## src/rtl/plant_pkg.sv

```systemverilog
// Shared definitions for the first-order-plus-dead-time plant model.
//   plant_state_t : sample-processing FSM states
//   ACC_W/FRAC_W  : lag accumulator width and fractional bits (8.8)
//   CLAMP_MIN/MAX : output saturation limits used when the load
//                   disturbance input is built in (PLANT_DISTURB_EN)
package plant_pkg;

    typedef enum logic [1:0] {
        ST_IDLE    = 2'd0,
        ST_CAPTURE = 2'd1,
        ST_FILTER  = 2'd2,
        ST_OUTPUT  = 2'd3
    } plant_state_t;

    localparam int ACC_W     = 16;
    localparam int FRAC_W    = 8;
    localparam int CLAMP_MIN = 0;
    localparam int CLAMP_MAX = 255;

endpackage

```

## src/rtl/plant_delay_line.sv

```systemverilog
// Circular dead-time buffer for the plant model.
// Ports:
//   clk, rst   : clock and synchronous active-high reset (clears every entry)
//   wr_en      : write wr_data into entry wr_ptr at the end of this cycle
//   wr_ptr     : current write slot
//   wr_data    : sample being written
//   rd_offset  : how many samples back to read; 0 bypasses to wr_data
//   rd_data    : combinational read of entry (wr_ptr - rd_offset) mod DEPTH
module plant_delay_line
    import plant_pkg::*;
#(
    parameter int DATA_W = 8,
    parameter int DEPTH  = 16,
    parameter int PTR_W  = $clog2(DEPTH)
) (
    input  logic              clk,
    input  logic              rst,
    input  logic              wr_en,
    input  logic [PTR_W-1:0]  wr_ptr,
    input  logic [DATA_W-1:0] wr_data,
    input  logic [PTR_W-1:0]  rd_offset,
    output logic [DATA_W-1:0] rd_data
);

    logic [DATA_W-1:0] mem_q [DEPTH];
    logic [DATA_W-1:0] mem_d [DEPTH];
    logic [PTR_W-1:0]  rd_addr;

    always_comb begin
        mem_d = mem_q;
        if (wr_en) begin
            mem_d[wr_ptr] = wr_data;
        end
        // Pointer arithmetic wraps naturally because DEPTH is a power of two.
        rd_addr = wr_ptr - rd_offset;
        // Zero delay must return the sample being written this same cycle.
        rd_data = (rd_offset == '0) ? wr_data : mem_q[rd_addr];
    end

    always_ff @(posedge clk) begin
        if (rst) begin
            for (int i = 0; i < DEPTH; i++) begin
                mem_q[i] <= '0;
            end
        end else begin
            mem_q <= mem_d;
        end
    end

endmodule

```

## src/rtl/plant_emulator.sv

```systemverilog
// First-order-plus-dead-time process model that closes the loop around
// the PID controller. Every sample period the control effort is pushed
// into a dead-time buffer, a delayed copy is pulled out and a first-order
// lag (tau ~ 2^lag_shift samples) is applied in 8.8 fixed point.
// Optional build macro: PLANT_DISTURB_EN adds a signed load disturbance
// that is added to the plant output with saturation to 0..255.
// Ports:
//   clk, rst     : clock, synchronous active-high reset
//   ctrl_in      : control effort (controller control_out)
//   sample_div   : sample period minus one, in clk cycles
//   dead_time    : transport delay in samples (0..DELAY_DEPTH-1)
//   lag_shift    : lag time-constant exponent k
//   disturb      : signed load disturbance (PLANT_DISTURB_EN only)
//   feedback_out : plant output (controller feedback)
//   fb_valid     : one-cycle pulse when feedback_out updates
//   overrun      : sticky, a sample tick arrived while still processing
module plant_emulator
    import plant_pkg::*;
#(
    parameter int DATA_W      = 8,
    parameter int DELAY_DEPTH = 16,
    parameter int DIV_W       = 16
) (
    input  logic                           clk,
    input  logic                           rst,
    input  logic [DATA_W-1:0]              ctrl_in,
    input  logic [DIV_W-1:0]               sample_div,
    input  logic [$clog2(DELAY_DEPTH)-1:0] dead_time,
    input  logic [2:0]                     lag_shift,
`ifdef PLANT_DISTURB_EN
    input  logic [DATA_W-1:0]              disturb,
`endif
    output logic [DATA_W-1:0]              feedback_out,
    output logic                           fb_valid,
    output logic                           overrun
);

    localparam int PTR_W = $clog2(DELAY_DEPTH);

    // One lag step: move acc toward the target by (target - acc) >>> k,
    // forcing at least +1 on the way up so the output lands exactly on
    // the target instead of stalling one LSB short. Going down, the
    // arithmetic shift already floors to -1, so it converges on its own.
    function automatic logic [ACC_W-1:0] lag_step(
        input logic [ACC_W-1:0]  acc,
        input logic [DATA_W-1:0] tgt,
        input logic [2:0]        k
    );
        logic signed [ACC_W:0] diff;
        logic signed [ACC_W:0] step;
        diff = $signed({1'b0, tgt, {FRAC_W{1'b0}}}) - $signed({1'b0, acc});
        step = diff >>> k;
        if (!diff[ACC_W] && (diff != '0) && (step == '0)) begin
            step = {{ACC_W{1'b0}}, 1'b1};
        end
        return acc + step[ACC_W-1:0];
    endfunction

`ifdef PLANT_DISTURB_EN
    // Unsigned plant output plus signed disturbance, evaluated two bits
    // wider than the data so neither overflow nor underflow wraps.
    function automatic logic [DATA_W-1:0] sat_out(
        input logic [DATA_W-1:0] base,
        input logic [DATA_W-1:0] dist
    );
        localparam logic signed [DATA_W+1:0] LO = (DATA_W+2)'(CLAMP_MIN);
        localparam logic signed [DATA_W+1:0] HI = (DATA_W+2)'(CLAMP_MAX);
        logic signed [DATA_W+1:0] sum;
        sum = $signed({2'b00, base}) + $signed({{2{dist[DATA_W-1]}}, dist});
        if (sum < LO) begin
            return LO[DATA_W-1:0];
        end else if (sum > HI) begin
            return HI[DATA_W-1:0];
        end
        return sum[DATA_W-1:0];
    endfunction
`endif

    plant_state_t      state_q, state_d;
    logic [DIV_W-1:0]  div_cnt_q, div_cnt_d;
    logic [PTR_W-1:0]  wr_ptr_q, wr_ptr_d;
    logic [DATA_W-1:0] delayed_q, delayed_d;
    logic [2:0]        k_q, k_d;
    logic [ACC_W-1:0]  acc_q, acc_d;
    logic [DATA_W-1:0] fb_q, fb_d;
    logic              fb_valid_q, fb_valid_d;
    logic              overrun_q, overrun_d;

    logic              tick;
    logic              wr_en;
    logic [DATA_W-1:0] rd_data;

    plant_delay_line #(
        .DATA_W (DATA_W),
        .DEPTH  (DELAY_DEPTH),
        .PTR_W  (PTR_W)
    ) u_delay (
        .clk       (clk),
        .rst       (rst),
        .wr_en     (wr_en),
        .wr_ptr    (wr_ptr_q),
        .wr_data   (ctrl_in),
        .rd_offset (dead_time),
        .rd_data   (rd_data)
    );

    always_comb begin
        tick       = (div_cnt_q == sample_div);
        div_cnt_d  = tick ? '0 : div_cnt_q + 1'b1;

        state_d    = state_q;
        wr_ptr_d   = wr_ptr_q;
        delayed_d  = delayed_q;
        k_d        = k_q;
        acc_d      = acc_q;
        fb_d       = fb_q;
        fb_valid_d = 1'b0;
        overrun_d  = overrun_q;
        wr_en      = 1'b0;

        // Only IDLE can accept a sample; any other tick is lost.
        if (tick && (state_q != ST_IDLE)) begin
            overrun_d = 1'b1;
        end

        case (state_q)
            ST_IDLE: begin
                if (tick) begin
                    state_d = ST_CAPTURE;
                end
            end
            ST_CAPTURE: begin
                wr_en     = 1'b1;
                delayed_d = rd_data;
                k_d       = lag_shift;
                state_d   = ST_FILTER;
            end
            ST_FILTER: begin
                acc_d   = lag_step(acc_q, delayed_q, k_q);
                state_d = ST_OUTPUT;
            end
            ST_OUTPUT: begin
`ifdef PLANT_DISTURB_EN
                fb_d = sat_out(acc_q[ACC_W-1:FRAC_W], disturb);
`else
                fb_d = acc_q[ACC_W-1:FRAC_W];
`endif
                fb_valid_d = 1'b1;
                wr_ptr_d   = wr_ptr_q + 1'b1;
                state_d    = ST_IDLE;
            end
            default: begin
                state_d = ST_IDLE;
            end
        endcase
    end

    always_ff @(posedge clk) begin
        if (rst) begin
            state_q    <= ST_IDLE;
            div_cnt_q  <= '0;
            wr_ptr_q   <= '0;
            delayed_q  <= '0;
            k_q        <= '0;
            acc_q      <= '0;
            fb_q       <= '0;
            fb_valid_q <= 1'b0;
            overrun_q  <= 1'b0;
        end else begin
            state_q    <= state_d;
            div_cnt_q  <= div_cnt_d;
            wr_ptr_q   <= wr_ptr_d;
            delayed_q  <= delayed_d;
            k_q        <= k_d;
            acc_q      <= acc_d;
            fb_q       <= fb_d;
            fb_valid_q <= fb_valid_d;
            overrun_q  <= overrun_d;
        end
    end

    assign feedback_out = fb_q;
    assign fb_valid     = fb_valid_q;
    assign overrun      = overrun_q;

endmodule

```

## config.mk

```make
export PLATFORM = sky130hd
export DESIGN_NAME = plant_emulator
export DESIGN_NICKNAME = d
export VERILOG_FILES = /design/src/rtl/plant_pkg.sv /design/src/rtl/plant_delay_line.sv /design/src/rtl/plant_emulator.sv
export SDC_FILE = /design/constraint.sdc
export NUM_CORES = 1
export LEC_CHECK = 0
export ABC_CLOCK_PERIOD_IN_PS = 6410
export BUFFER_PORTS_ARGS = -buffer_cell sky130_fd_sc_hd__buf_2
export CORE_ASPECT_RATIO = 1.25
export CORE_UTILIZATION = 55
export CTS_BUF_LIST = sky130_fd_sc_hd__clkbuf_4
export DETAILED_ROUTE_END_ITERATION = 16
export PLACE_DENSITY = 0.72
export SLEW_MARGIN = 10
export SYNTH_ARGS = -nofsm -noshare
export SYNTH_HDL_FRONTEND = slang
export SYNTH_HIERARCHICAL = 1
export SYNTH_SLANG_ARGS = --single-unit
```

## constraint.sdc

```tcl
create_clock -name clk -period 6.41 [get_ports clk]
set_input_delay 0.641 -clock clk [delete_from_list [all_inputs] [get_ports clk]]
set_output_delay 0.641 -clock clk [all_outputs]
set_load 0.01 [all_outputs]
```

==> summary.txt, run 1 <==
Route
  – Detailed Route WL: 25.3 mm
  – DRC: 0
  – Initial DRT Pass Iterations: 5
  – Vias: 8724
  – First DRT Iteration DRCs: 668
  – Average vias per placed instance: 6.06
  – Post-DRT Antenna Nets: 0
  – Wire length per cell: 17.6 microns

STA
  – Hold slack: 0.309 ns
  – Minimum clock period: 5.98 ns
  – Max Fclk: 167 MHz
  – Slew HR: 26.3%
  – RSZ-0062 raised after global routing: false
  – Final Max Slew Viols: 0
  – Setup TNS: 0 ns
  – Endpoints failing setup: 0
  – Least-Margin Pin Slew: 1.11 ns
  – Final hold vios: 0
  – Final clock skew: 0.0213 ns
  – Period utilization: 93.3%

Synthesis
  – Register bit total from synthesis: 187
  – Cells after Synth: 1215
  – Synth Area per Inst: 8.77 sq um
  – Unique masters post-synth: 90
  – Post-synth ARST share: 0%
  – Post-synth top flop: dfxtp_1
  – Post-synthesis sequential area ratio: 35.2%
  – Synth warnings: 6
  – Post-synthesis cell area: 10700 sq um
  – Syn nets: 1283
  – Post-synth EDFFs: 0

Die
  – Die Span Y: 158 microns
  – Total core area: 18800 sq um
  – Die area: 19900 sq um
  – Ports: 43
  – Die W: 126 microns
  – Initial Utilization: 56.5%
  – FP Rows: 56

Flow run
  – Max Cap Viol: 0

Setup path
  – WP data required: 6.88 ns
  – CP Class: register to register
  – Slowest stage delay, CP: 0.61 ns
  – Reg-to-reg setup timing slack: 0.43 ns
  – Setup crit end kind: register
  – CP max-delay cell: or4b_2
  – Startpoint types: register
  – Crit path cell chain: inv_1 > ha_1 > or3b_2 > o311ai_1 > o311ai_2 > mux4_2 > nor2_1 > o2111ai_1 > nor4_1 > or4b_1 > o31ai_2 > ha_1 > fa_1 > a21o_1 > a21o_1 > a21oi_1 > o21ai_1 > a41oi_1 > a21oi_2 > a31oi_1 > or4b_2 > o311ai_0
  – Critical path fanouts, max: 7
  – WP data arrival: 6.45 ns

Global routing
  – Total GRT Usage: 26.5%
  – First-pass GRT wire length: 42.0 mm
  – Vias in the first global route: 8199
  – Largest net degree at the start of global routing: 106
  – Initial antenna violation count: 1
  – Grt ovf: 0

Placement
  – RePlAce Congestion: 0.950
  – Hpwl dp: 17.3 mm
  – Port-buffer cells: 42
  – Post-placement cell count: 1405

Clock network
  – CTS H-tree depth: 4
  – Clk sinks: 187
  – Clock root buffer master: clkbuf_4
  – CTS tree: built
  – CTS Buffer Depth: 2
  – Worst-path clk slew: 0.16 ns
  – Worst-skew pair later-pin latency: 0.58 ns
  – TritonCTS Buffers: 17

Power
  – Maximum VDD drop: 0.113 mV
  – Pwr dens: 229 nW/um^2
  – Total power: 2.54 mW
  – Leak: 4.46 nW

Outcome
  – Run status: finished clean

Worst hold path
  – Min-Delay Path Class: input port to register

Cells and area
  – # nets final: 1260
  – Area Overhead vs Synth: 4.36%
  – Non-Filler Instances: 1439
  – Share of post-route cells with drive strength above 1: 13.3%
-- synth_stat cells (3+ instances only) --
master / number / area (sq um)
buf_4: 6 / 45.0
nand2b_1: 7 / 43.8
clkbuf_1: 68 / 255
a221oi_1: 10 / 87.6
nand3_1: 23 / 115
or4_4: 3 / 33.8
nor2b_1: 7 / 43.8
o31ai_1: 5 / 37.5
a21oi_1: 112 / 561
o211ai_1: 7 / 52.6
buf_2: 15 / 75.1
or3_1: 6 / 37.5
a31oi_1: 5 / 31.3
o21bai_1: 4 / 30.0
nand3b_1: 3 / 22.5
mux4_2: 33 / 743
o21ai_0: 89 / 445
and3_1: 6 / 37.5
nor3_1: 7 / 35.0
or2_2: 4 / 25.0
mux2i_1: 103 / 1030
a211oi_1: 8 / 60.1
inv_1: 30 / 113
xnor2_1: 19 / 166
xor2_1: 33 / 289
ha_1: 33 / 413
mux2_2: 3 / 33.8
nand4_1: 7 / 43.8
dfxtp_1: 187 / 3740
nor2_1: 156 / 586
nand2_1: 120 / 450
nor3b_1: 4 / 30.0
a21o_1: 8 / 60.1
buf_1: 3 / 11.3
nor4_1: 12 / 75.1
-- cell families after synthesis --
family	after synthesis	share of synthesized area, %
flops	187	35.2
simple gates	391	17.2
buf+inv	126	5.22
xor+xnor	53	4.53
compound gates	281	16.1
mux	142	17.5
fa+ha+maj	35	4.25
-- state kept, by name, indices dropped and copies added, names as in the netlist --
name / flops
acc_q: 16
div_cnt_q: 16
feedback_out: 8
k_q: 3
u_delay/mem_q: 128
fb_valid: 1
delayed_q: 8
state_q: 2
wr_ptr_q: 4
overrun: 1
-- critical path: cells and delay by family (launching register included) --
family	cells	cell delay (ns)
multiplexers	1	0.53
AO/OA/AOI/OAI	12	2.00
buffers and inverters	1	0.09
AND/OR/NAND/NOR	5	2.00
flip-flops	1	0.41
adder cells (fa/ha/maj)	3	0.83
-- final cells by class --
class                           instances  area, sq um
Fill cell                            1704         7730
Multi-Input combinational cell        902         6370
Sequential cell                       187         3740
Timing Repair Buffer                   54          303
Tap cell                              232          290
Clock inverter                         15          158
Clock buffer                           17          128
Inverter                               30          113
Antenna cell                            2         5.00
-- routing by layer --
layer	vias up	wire length, microns	GRT usage, %
met5	-	0	0
met4	0	743	11.0
met3	50	1070	3.75
met2	242	12700	46.2
met1	4149	10800	32.9
li1	4283	-	-
-- cells in the final DEF, fill, tap and decap left out, types with 3 or more instances in the layout --
master and instances:
nor3_1 7, nor4_1 12, a21oi_1 111, inv_8 3, nand2_1 120, o21bai_1 4, nor3b_1 4, or2_2 4
nand3_1 23, inv_6 3, a211oi_1 8, clkinv_4 4, or3_1 6, mux2i_1 103, o21ai_0 88, a21o_1 8
xnor2_1 18, dfxtp_1 187, a31oi_1 5, inv_1 30, and3_1 6, a221oi_1 10, clkbuf_4 17, buf_2 41
nand4_1 7, nand3b_1 3, nor2b_1 7, xor2_1 33, o31ai_1 5, o211ai_1 7, mux4_2 33, mux2_2 3
nor2_1 156, buf_4 13, or4_4 3, ha_1 32, nand2b_1 7
-- path summary, 6_finish.rpt --
kind / from / to / cells after the start
worst max register to register: acc_q[8]$_SDFFE_PP0P_ / acc_q[14]$_SDFFE_PP0P_ / 22
worst min-delay path: lag_shift[1] / k_q[1]$_SDFFE_PP0P_ / 3
worst min register to register: u_delay/mem_q[123]$_SDFFE_PP0P_ / u_delay/mem_q[123]$_SDFFE_PP0P_ / 2
worst max-delay path: acc_q[8]$_SDFFE_PP0P_ / acc_q[14]$_SDFFE_PP0P_ / 22
-- power by group --
group	total, mW	internal, mW	switching, mW
clock	0.650	0.208	0.442
combinational	0.685	0.292	0.393
sequential	1.21	1.18	0.0248
-- per-stage QoR --
stage	setup WS (ns)	cell area (sq um)	utilization [%]
global placement	0.490	10800	57.3
floorplan	0.956	10700	-
detailed placement	0.371	10800	57.3
CTS	0.320	11100	58.8
finish	0.432	11100	59.0
global route	0.0268	11100	59.0
-- what timing repair did --
action                                  4_1_cts  5_1_grt
endpoints found under the setup margin        0        1
hold buffers                                  0        0
setup buffers                                 0        0
resized for setup                             0        5
Note: power is estimated with default switching activity, not from simulation.
==> run 2, diff against run 1 <==
--- a/config.mk
+++ b/config.mk
@@ -7,11 +7,12 @@
 export LEC_CHECK = 0
 export ABC_CLOCK_PERIOD_IN_PS = 6410
 export BUFFER_PORTS_ARGS = -buffer_cell sky130_fd_sc_hd__buf_2
+export CAP_MARGIN = 20
 export CORE_ASPECT_RATIO = 1.25
 export CORE_UTILIZATION = 55
 export CTS_BUF_LIST = sky130_fd_sc_hd__clkbuf_4
 export DETAILED_ROUTE_END_ITERATION = 16
-export PLACE_DENSITY = 0.72
+export PLACE_DENSITY = 0.7
 export SLEW_MARGIN = 10
 export SYNTH_ARGS = -nofsm -noshare
 export SYNTH_HDL_FRONTEND = slang
==> run 2 against run 1 <==
Effect of this change: sequential power about the same; core utilization up 0.31 points; global-route usage down 0.31 points; worst setup slack worse by 0.089 ns; count of clock-buffer cells in the layout unchanged; largest power group unchanged; wire length up 0.76%.
==> summary.txt, run 2 (synthesis results as in run 1) <==
Outcome
  – Run status: finished clean

STA
  – Slew HR: 37.1% (+11 points)
  – Endpoints failing setup: 0 (unchanged)
  – Period utilization: 94.7% (+1.4 points)
  – Minimum clock period: 6.07 ns (+0.0888 ns)
  – Final Max Slew Viols: 0 (unchanged)
  – Setup TNS: 0 ns (unchanged)
  – Max Fclk: 165 MHz (-1.5%)
  – Least-Margin Pin Slew: 0.944 ns (-0.161 ns)
  – Final hold vios: 0 (unchanged)
  – Final clock skew: 0.0315 ns (+0.0101 ns)

Placement
  – Port-buffer cells: 42 (unchanged)
  – Placed inst area: 10800 sq um (+0.21%)
  – RePlAce Congestion: 0.946 (-0.43%)
  – Hpwl dp: 17.4 mm (+0.97%)

Power
  – Maximum VDD drop: 0.108 mV (-4.1%)
  – Leak: 4.50 nW (+0.74%)
  – Total power: 2.57 mW (+1.1%)
  – Pwr dens: 230 nW/um^2 (+0.60%)

Die
  – Total core area: 18800 sq um (unchanged)
  – Die W: 126 microns (unchanged)
  – FP Rows: 56 (unchanged)
  – Initial Utilization: 56.5% (unchanged)
  – Ports: 43 (unchanged)
  – Die area: 19900 sq um (unchanged)
  – Die Span Y: 158 microns (unchanged)

Cells and area
  – Max reg flops: 128 (unchanged)
  – Largest Register: u_delay/mem_q
  – Commonest cells after routing, fill and taps aside: dfxtp_1 (187), nor2_1 (156), nand2_1 (120)
  – # nets final: 1265 (+0.40%)
  – Share of post-route cells with drive strength above 1: 14.0% (+0.69 points)
  – Area Overhead vs Synth: 4.90%
  – Regs by FF count: u_delay/mem_q x128, acc_q x16, div_cnt_q x16
  – Commonest non-fill, non-tap cell in the layout: dfxtp_1
  – Design Area, Final: 11200 sq um (+0.52%)

Route
  – DRC: 0 (unchanged)
  – Post-DRT Antenna Nets: 0 (unchanged)
  – Wire length per cell: 17.7 microns (+0.48%)
  – Vias: 8734 (+0.11%)
  – Average vias per placed instance: 6.05 (-0.16%)
  – Initial DRT Pass Iterations: 6 (+1)
  – Detailed Route WL: 25.5 mm (+0.76%)
  – First DRT Iteration DRCs: 594 (-11%)

Setup path
  – CP max-delay cell: or4b_2
  – Reg-to-reg setup timing slack: 0.34 ns (-0.09 ns)
  – Critical path fanouts, max: 7 (unchanged)
  – Origin of the critical flop-to-flop path: acc_q[8]$_SDFFE_PP0P_
  – FF-to-FF path depth: 22 (unchanged)
  – WP data arrival: 6.58 ns (+0.13 ns)
  – Setup crit end kind: register
  – WP data required: 6.92 ns (+0.04 ns)
  – Slowest stage delay, CP: 0.61 ns (about the same)
  – Startpoint types: register
  – Crit path cell chain: inv_1 > ha_1 > or3b_2 > or4_4 > mux2i_1 > a21oi_1 > nor3_2 > a31oi_1 > o211a_1 > or4b_1 > o31ai_2 > ha_1 > fa_1 > a21o_1 > a21o_1 > a21oi_1 > o21ai_1 > a41oi_1 > a21oi_2 > a31oi_1 > or4b_2 > o311ai_0
  – CP Class: register to register
  – Reg2Reg Capture Point: acc_q[14]$_SDFFE_PP0P_
  – CP startpoint: acc_q[8]$_SDFFE_PP0P_

Global routing
  – Initial antenna violation count: 1 (unchanged)
  – Grt ovf: 0 (unchanged)
  – Total GRT Usage: 26.2% (-0.31 points)
  – First-pass GRT wire length: 41.2 mm (-1.8%)
  – Largest net degree at the start of global routing: 94 (-11%)
  – Vias in the first global route: 8203 (+0.049%)

Clock network
  – Clock root buffer master: clkbuf_4
  – TritonCTS Buffers: 17 (unchanged)
  – Worst-skew pair later-pin latency: 0.60 ns (+0.02 ns)
  – CTS H-tree depth: 4 (unchanged)
  – CTS Buffer Depth: 2 (unchanged)
  – Worst-path clk slew: 0.18 ns (+0.02 ns)
  – CTS tree: built
  – Clk sinks: 187 (unchanged)

Worst hold path
  – Min-Delay Path Class: input port to register
  – WHS Path Cells: 3 (unchanged)
  – Hold Path End: k_q[0]$_SDFFE_PP0P_
  – Hold path startpoint: lag_shift[0]

Flow run
  – Max Cap Viol: 0 (unchanged)
-- run 2: worst max-delay path, delay by kind of cell (launching register included) --
family,cells,cell delay [ns]
AOI/OAI and AO/OA,12,1.85
adders and majority gates,3,0.83
buffers and inverters,1,0.09
DFF,1,0.42
muxes,1,0.25
and+or+nand+nor,5,2.54
-- run 2: final cells by class --
cell class | instances | area, sq um
diodes | 1 | 2.50
clock inverters | 15 | 150
flip-flops and latches | 187 | 3740
multi-input cells | 902 | 6400
clock buffers | 17 | 128
well taps | 232 | 290
repair buffers | 59 | 344
inverters | 30 | 113
fillers | 1699 | 7680
-- run 2: worst max-delay path by stage --
| stage | slack [ns] | end | cells after the start |
|---|---|---|---|
| 2_1_floorplan | 0.96 | acc_q[14]$_SDFFE_PP0P_ | 22 |
| 3_3_place_gp | 0.47 | acc_q[14]$_SDFFE_PP0P_ | 22 |
| 3_5_place_dp | 0.26 | acc_q[14]$_SDFFE_PP0P_ | 22 |
| 4_1_cts | 0.23 | acc_q[14]$_SDFFE_PP0P_ | 22 |
| 5_1_grt | -0.01 | acc_q[14]$_SDFFE_PP0P_ | 22 |
| 6_report | 0.34 | acc_q[14]$_SDFFE_PP0P_ | 22 |
-- run 2: through the flow --
stage | cells | utilization [%] | worst slack, ns | hold slack (ns)
6_report | 1443 | 59.3 | 0.343 | 0.290
5_1_grt | 1443 | 59.3 | -0.0132 | 0.255
4_1_cts | 1440 | 58.9 | 0.230 | 0.241
3_5_place_dp | 1408 | 57.4 | 0.257 | 0.448
3_3_place_gp | 1408 | 57.4 | 0.467 | 0.444
2_1_floorplan | 1215 | - | 0.956 | 0.433
-- run 2: what timing repair did --
item	4_1_cts	5_1_grt
resized for setup	0	9
setup buffers	0	1
hold buffers	0	0
setup endpoints to repair	0	1
-- run 2: per-layer routing --
metal | part of all wire [%] | vias up | GRT usage (%) | routed length (microns)
li1 | - | 4280 | - | -
met1 | 44 | 4186 | 32.2 | 11300
met2 | 48 | 215 | 44.9 | 12300
met3 | 3.8 | 53 | 4.06 | 959
met4 | 3.8 | 0 | 12.9 | 964
met5 | 0 | - | 0 | 0
-- run 2: where the power goes --
group          switching, mW  internal, mW  total (mW)
clock                  0.446         0.208       0.654
sequential            0.0249          1.18        1.21
combinational          0.408         0.301       0.709
total                  0.879          1.69        2.57
